--- config.mk ---
export PLATFORM = sky130hd
export DESIGN_NAME = cascade_counter
export DESIGN_NICKNAME = d
export VERILOG_FILES = /design/src/rtl/cascade_counter_pkg.sv /design/src/rtl/cascade_counter_stage.sv /design/src/rtl/cascade_counter.sv
export SDC_FILE = /design/constraint.sdc
export NUM_CORES = 1
export LEC_CHECK = 0
export ABC_AREA = 1
export BUFFER_PORTS_ARGS = -buffer_cell sky130_fd_sc_hd__buf_4
export CAP_MARGIN = 20
export CORE_AREA = 2 2 39 41
export DETAILED_ROUTE_END_ITERATION = 8
export DIE_AREA = 0 0 41 43
export GPL_TIMING_DRIVEN = 0
export HOLD_SLACK_MARGIN = 0.02
export PLACE_DENSITY = 0.58
export SETUP_SLACK_MARGIN = 0.1
export SYNTH_ARGS = -nofsm -noshare
export SYNTH_HDL_FRONTEND = slang
export SYNTH_SLANG_ARGS = --single-unit
--- constraint.sdc ---
create_clock -name aclk -period 1.8 [get_ports aclk]
set_clock_uncertainty 0.15 [all_clocks]
set_input_delay 0.09 -clock aclk [delete_from_list [all_inputs] [get_ports aclk]]
set_output_delay 0.09 -clock aclk [all_outputs]
set_load 0.03 [all_outputs]
--- src/rtl/cascade_counter_pkg.sv ---
// Shared constants for the cascaded counter: direction encoding and default geometry.
package cascade_counter_pkg;

    localparam logic DIR_UP   = 1'b1;
    localparam logic DIR_DOWN = 1'b0;

    localparam int DEFAULT_STAGE_WIDTH = 2;
    localparam int DEFAULT_STAGE_COUNT = 2;

endpackage

--- src/rtl/cascade_counter_stage.sv ---
// One digit of the cascaded counter: a P_STAGE_WIDTH-bit up/down register that
// steps on request and reports whether it sits at the terminal for the current direction.
module cascade_counter_stage
    import cascade_counter_pkg::*;
#(
    parameter int P_STAGE_WIDTH = DEFAULT_STAGE_WIDTH
) (
    input  logic                     aclk,
    input  logic                     aresetn,
    input  logic                     clear,
    input  logic                     load,
    input  logic [P_STAGE_WIDTH-1:0] load_value,
    input  logic                     step,
    input  logic                     direction,
    output logic [P_STAGE_WIDTH-1:0] value,
    output logic                     terminal
);

    localparam logic [P_STAGE_WIDTH-1:0] ONE = P_STAGE_WIDTH'(1);

    always_ff @(posedge aclk or negedge aresetn) begin
        if (!aresetn) begin
            value <= '0;
        end else if (clear) begin
            value <= '0;
        end else if (load) begin
            value <= load_value;
        end else if (step) begin
            value <= (direction == DIR_UP) ? value + ONE : value - ONE;
        end
    end

    // Terminal is direction-relative: all ones when counting up, zero when counting down.
    assign terminal = (direction == DIR_UP) ? (&value) : ~(|value);

endmodule

--- src/rtl/cascade_counter.sv ---
// Cascaded up/down counter built from P_STAGE_COUNT digit stages, wrap or saturate.
// Define CASCADE_COUNTER_LOAD_EN to enable the load/load_value preload path.
module cascade_counter
    import cascade_counter_pkg::*;
#(
    parameter int P_STAGE_WIDTH = DEFAULT_STAGE_WIDTH,
    parameter int P_STAGE_COUNT = DEFAULT_STAGE_COUNT,
    localparam int W = P_STAGE_WIDTH * P_STAGE_COUNT
) (
    input  logic                     aclk,
    input  logic                     aresetn,
    input  logic                     reset,
    input  logic                     en,
    input  logic                     param_cycle_en,
    input  logic                     param_direction,
    input  logic                     load,
    input  logic [W-1:0]             load_value,
    output logic [W-1:0]             counter,
    output logic                     counter_full,
    output logic                     counter_empty,
    output logic [P_STAGE_COUNT-1:0] stage_carry,
    output logic                     wrap_pulse,
    output logic                     halted
);

    logic [P_STAGE_COUNT-1:0] stage_term;
    logic [P_STAGE_COUNT-1:0] stage_step;
    logic [P_STAGE_COUNT:0]   lower_term;
    logic [W-1:0]             load_bus;
    logic                     load_act;
    logic                     count_ok;

`ifdef CASCADE_COUNTER_LOAD_EN
    assign load_act = load;
    assign load_bus = load_value;
`else
    logic unused_load;
    assign unused_load = ^{load, load_value};
    assign load_act    = 1'b0;
    assign load_bus    = '0;
`endif

    // Whole counter is at terminal exactly when every stage is; that drives saturation.
    assign lower_term[0] = 1'b1;
    assign halted        = ~param_cycle_en & lower_term[P_STAGE_COUNT];
    assign count_ok      = en & ~reset & ~load_act & ~halted;

    genvar k;
    generate
        for (k = 0; k < P_STAGE_COUNT; k++) begin : g_stage
            assign lower_term[k+1] = lower_term[k] & stage_term[k];
            assign stage_step[k]   = count_ok & lower_term[k];

            cascade_counter_stage #(
                .P_STAGE_WIDTH (P_STAGE_WIDTH)
            ) u_stage (
                .aclk       (aclk),
                .aresetn    (aresetn),
                .clear      (reset),
                .load       (load_act),
                .load_value (load_bus[k*P_STAGE_WIDTH +: P_STAGE_WIDTH]),
                .step       (stage_step[k]),
                .direction  (param_direction),
                .value      (counter[k*P_STAGE_WIDTH +: P_STAGE_WIDTH]),
                .terminal   (stage_term[k])
            );
        end
    endgenerate

    assign stage_carry   = stage_step & stage_term;
    assign counter_full  = &counter;
    assign counter_empty = ~(|counter);

    // A carry out of the top stage is a full-width wrap; flag it one cycle later.
    always_ff @(posedge aclk or negedge aresetn) begin
        if (!aresetn) begin
            wrap_pulse <= 1'b0;
        end else if (reset) begin
            wrap_pulse <= 1'b0;
        end else begin
            wrap_pulse <= stage_carry[P_STAGE_COUNT-1];
        end
    end

endmodule

==> results of run 1 <==
==> worst max-delay path by stage <==
stage	start	to	slack, ps	depth (start not counted)
6_report	g_stage[1].u_stage.value[0]	stage_carry[0]	170	9
5_1_grt	g_stage[0].u_stage.value[0]	stage_carry[0]	90	8
4_1_cts	g_stage[1].u_stage.value[0]	stage_carry[0]	110	9
3_5_place_dp	g_stage[0].u_stage.value[1]	stage_carry[0]	300	8
3_3_place_gp	g_stage[0].u_stage.value[1]	stage_carry[0]	310	8
2_1_floorplan	g_stage[0].u_stage.value[1]	counter_empty	160	3
==> layout make-up <==
class	count	area [um^2]
repair buffers	25	200
clock buffers	4	26.3
well taps	16	20.0
plain buffers	2	18.8
flip-flops and latches	5	129
inverters	9	36.3
fillers	147	741
multi-input cells	33	213
==> where the power goes <==
group	switching [mW]	internal (mW)	total (mW)
clock network	0.0397	0.0834	0.123
registers	0.0177	0.126	0.144
logic	0.120	0.101	0.221
total	0.177	0.311	0.488
==> stage by stage <==
stage / total power [mW] / utilization (%) / hold slack [ps] / worst slack (ps)
finish: 0.488 / 46.5 / 44.4 / 170
global route: 0.526 / 46.5 / 38.9 / 93.3
CTS: 0.467 / 42.5 / 44.2 / 105
detailed placement: 0.319 / 36.3 / -258 / 300
global placement: 0.317 / 36.3 / -258 / 312
floorplan: 0.260 / - / -356 / 158
==> cells in the mapped netlist, types with 2 or more instances <==
cell type   n  area share, %
nand2_1    10             10
inv_1       7            7.1
nand3_1     6            8.1
dfrtp_1     5             34
nand2_2     4            6.8
nor2_1      4            4.1
nand3_4     2            9.5
xor2_1      2            4.7
==> per-layer routing <==
layer	global-route usage [%]	vias to the layer above
met5	0	-
met4	4.00	0
met3	3.14	0
met2	15.3	13
met1	13.0	182
li1	-	206
==> kinds of logic after synthesis <==
family          after synthesis
xor+xnor                      3
simple gates                 28
buf+inv                      11
flops                         5
compound gates                2
==> sequential cells by signal (all words and copies together), names as in the netlist <==
signal	flops
g_stage.u_stage.value	4
wrap_pulse	1
==> critical path, stage by stage (launching register included) <==
cell and delay (ps):
dfrtp_1 380, buf_6 130, nor2_2 70, nand2_1 60
nand2_2 80, nand3_4 80, nand3_4 80, inv_4 40
buf_4 120, buf_6 130
==> what timing repair did <==
item | CTS | global route
pin swaps | 1 | 1
setup endpoints to repair | 2 | 3
resized for setup | 1 | 11
buffers inserted | 5 | 3
hold buffers | 2 | 0
hold endpoints to repair | 6 | 0
==> run summary, run 1 <==
Area growth from synthesis to layout: 73.6%
Placed cell areas: 503 um^2
Xor/xnor share of the synthesized area: 7.09%
Final hold viol count: 0
DRT met1 WL: 360 um
Placed Instances: 80
Mux cell area share after synthesis: 0%
Clock root buffer: clkbuf_4
DRT antenna net count: 0
H-tree depth: 1
Max Cap Viol: 0
Vias: 401
Total Wirelength: 832 um
Routed wl met3: 47 um
RSZ-0062 raised after global routing: true
GRT overflow: 0
Most common cell after layout, fill and taps aside: buf_4
Core Area: 1380 um^2
Post-Syn Area: 370 um^2
Synth Area in Compound Gates: 2.70%
Crit path capture type: primary output
Simple-gate area share of the yosys netlist: 41.6%
Commonest non-fill, non-tap cells in the layout: 22 x buf_4, 9 x nand2_1, 6 x inv_1
Longest Clk Path Bufs: 2
FF-to-FF path depth: 10
Share of post-route cells with drive strength above 1: 57.7%
1st-iter DRT viols: 1
Vias in the first global route: 313
Reg clk slew, reported paths: 40 ps
Total GRT Usage: 10.2%
Vias per Instance: 4.27
Adder-Cell Fraction of Synth Area: 0%
WS Path Type: reg2out
Fin area: 643 um^2
Final setup viols: 0
EDFF count, synth: 0
Die W: 41 um
Initial core utilization: 26.8%
Worst skew pair latency: 230 ps
Worst endpoint data arrival time: 1390 ps
Top layer in use: met3
Num ports: 21
Drt wl/cell: 8.85 um
Final GP Congestion: 0.711
Pwr/cell area: 758 nW/um^2
Chip Height: 43 um
Largest net degree at the start of global routing: 8
Status: finished, final reports clean
Fin Setup TNS: 0 ps
Slew Viols, Final: 0
Syn Nets: 60
CP startpoint kind: flop
Worst-Margin Slew: 204 ps
Synth Instances: 49
Register area share after synthesis: 33.8%
Reg-to-reg setup timing slack: 400 ps
RR Endpoint: g_stage[1].u_stage.value[0]
Avg Cell Area, Syn: 7.56 um^2
CTS tree: yes
Diodes inserted: 0
TritonRoute pass-1 iters: 4
Clock sink count: 5
Fmax: 613 MHz
Yosys Warn Count: 0
Final Non-Filler Cells: 94
Period utilisation layout: 90.6%
P_leak: 0.352 nW
Largest family of logic cells by synthesized area: simple AND/OR/NAND/NOR gates
Slew headroom: 86.3%
IO buf count: 15
Yosys reg bits: 5
Cell row count: 14
Primary FF master, synth: dfrtp_1
Initial antenna violation count: 0
Post-DP HPWL: 565 um
Global-route wire length before repair: 1210 um
Max FO, Critical Path: 6
HP Class: in2async
Asr flop ratio synth: 100%
Worst EP required: 1560 ps
Reg2reg start: g_stage[1].u_stage.value[0]
Post-synth cell types: 17
Nets: 90
Met2 WL: 424 um
DR DRC count: 0
Die area: 1760 um^2
Peak supply drop: 0.247 mV
Minimum clock period: 1630 ps
Num CTS Buffers: 3
Power figures use the tool's default switching activity.
==> inputs of run 2 (changes only) <==
==> constraint.sdc (replaced) <==
create_clock -name aclk -period 1.9 [get_ports aclk]
set_clock_uncertainty 0.15 [all_clocks]
set_input_delay 0.095 -clock aclk [delete_from_list [all_inputs] [get_ports aclk]]
set_output_delay 0.095 -clock aclk [all_outputs]
set_load 0.03 [all_outputs]
==> run summary, run 2 (same netlist as run 1, synthesis figures left out) <==
Status: finished, final reports clean
RSZ-0062 raised after global routing: false
Final Core Density: 41.6%
Die area: 1760 um^2
Reg clk slew, reported paths: 40 ps
Vias in the first global route: 293
HP Class: in2async
Vias: 365
H-tree depth: 1
Most common cell after layout, fill and taps aside: buf_4
Worst endpoint data arrival time: 1470 ps
Final setup viols: 0
Commonest non-fill, non-tap cells in the layout: 18 x buf_4, 9 x nand2_1, 7 x inv_1
Worst EP required: 1650 ps
Final hold viol count: 0
TritonRoute pass-1 iters: 2
Slew Viols, Final: 0
Core Area: 1380 um^2
Num CTS Buffers: 3
Post-DP HPWL: 565 um
Period utilisation layout: 90.4%
Largest net degree at the start of global routing: 8
DR DRC count: 0
P_leak: 0.321 nW
Initial core utilization: 26.8%
Num ports: 21
CTS tree: yes
Fmax: 582 MHz
Total Wirelength: 735 um
GRT overflow: 0
Crit path capture type: primary output
Reg-to-reg setup timing slack: 450 ps
Initial antenna violation count: 0
WS Path Type: reg2out
CP startpoint kind: flop
Total GRT Usage: 9.67%
Chip Height: 43 um
Vias per Instance: 4.15
Minimum clock period: 1720 ps
Share of post-route cells with drive strength above 1: 48.6%
1st-iter DRT viols: 3
Final GP Congestion: 0.711
Clock root buffer: clkbuf_4
Reg2reg start: g_stage[1].u_stage.value[0]
Diodes inserted: 0
Slew headroom: 82.1%
RR Endpoint: g_stage[1].u_stage.value[0]
IO buf count: 15
Biggest regs: g_stage.u_stage.value: 4 flops, wrap_pulse: 1 flops
Max FO, Critical Path: 7
Cell row count: 14
Longest Clk Path Bufs: 2
Fin Setup TNS: 0 ps
Drt wl/cell: 8.35 um
Nets: 84
DRT antenna net count: 0
Worst skew pair latency: 230 ps
Peak supply drop: 0.230 mV
Pwr/cell area: 749 nW/um^2
Global-route wire length before repair: 1150 um
FF-to-FF path depth: 10
Worst-Margin Slew: 267 ps
Max FFs per register: 4
Die W: 41 um
Area growth from synthesis to layout: 55.4%
Reg with most FFs: g_stage.u_stage.value
Clock sink count: 5
Max Cap Viol: 0
## run 2: changes by cell type in the layout (fill, tap and decap cells not counted)
| cell | change |
|---|---|
| buf_4 | -4 |
| buf_6 | -2 |
| inv_1 | +1 |
| inv_2 | -1 |
| nand2_2 | +1 |
| nand2_4 | -1 |
| nand3_1 | +1 |
| nand3_2 | -1 |
| nor2_1 | +2 |
| nor2_2 | -2 |
## run 2: how the worst max path moves through the flow
stage	start	end	slack [ps]	cells past startpoint
detailed placement	g_stage[0].u_stage.value[1]	stage_carry[0]	400	8
floorplan	g_stage[0].u_stage.value[1]	counter_empty	250	3
finish	g_stage[1].u_stage.value[0]	stage_carry[0]	180	9
global route	g_stage[0].u_stage.value[1]	stage_carry[0]	110	8
CTS	g_stage[0].u_stage.value[1]	stage_carry[0]	140	8
global placement	g_stage[0].u_stage.value[1]	stage_carry[0]	410	8
## run 2: per-layer routing
layer / vias up / GRT usage [%] / part of all wire (%)
met2: 11 / 14.1 / 50
met3: 0 / 3.14 / 6.1
met4: 0 / 4.00 / 0
li1: 195 / - / -
met1: 159 / 12.7 / 44
met5: - / 0 / 0
## run 2: critical path, stage by stage, from the launching register on
cell and delay [ps]:
dfrtp_1 380, buf_6 140, nor2_1 80, nand2_1 60
nand2_2 90, nand3_4 90, nand3_4 90, inv_4 40
buf_4 120, buf_4 150
## run 2: where the power goes
group          internal, mW  switching (mW)  leakage [nW]
combinational        0.0744           0.103         0.244
clock                0.0790          0.0375        0.0150
sequential            0.120          0.0176        0.0619
total                 0.273           0.158         0.321
## run 2: what timing repair did
action	4_1_cts	5_1_grt
setup endpoints to repair	0	2
hold buffers	2	0
hold endpoints to repair	6	0
buffers inserted	0	2
gates resized for setup	0	5
## run 2: stage by stage
stage               power [mW]  setup WS, ps  hold slack, ps  area (um^2)  cells
floorplan                0.246           253            -351          370     49
global placement         0.300           407            -253          503     80
detailed placement       0.302           395            -253          503     80
CTS                      0.425           140            49.1          549     86
global route             0.467           106            43.9          576     88
finish                   0.431           182            49.1          576     88
## run 2: area by class of cell
cell class | count | area (um^2)
tap | 16 | 20.0
multi-input combinational | 33 | 198
timing repair buffer | 19 | 148
inverter | 9 | 36.3
sequential | 5 | 129
buffer | 2 | 18.8
clock buffer | 4 | 26.3
fill | 153 | 808
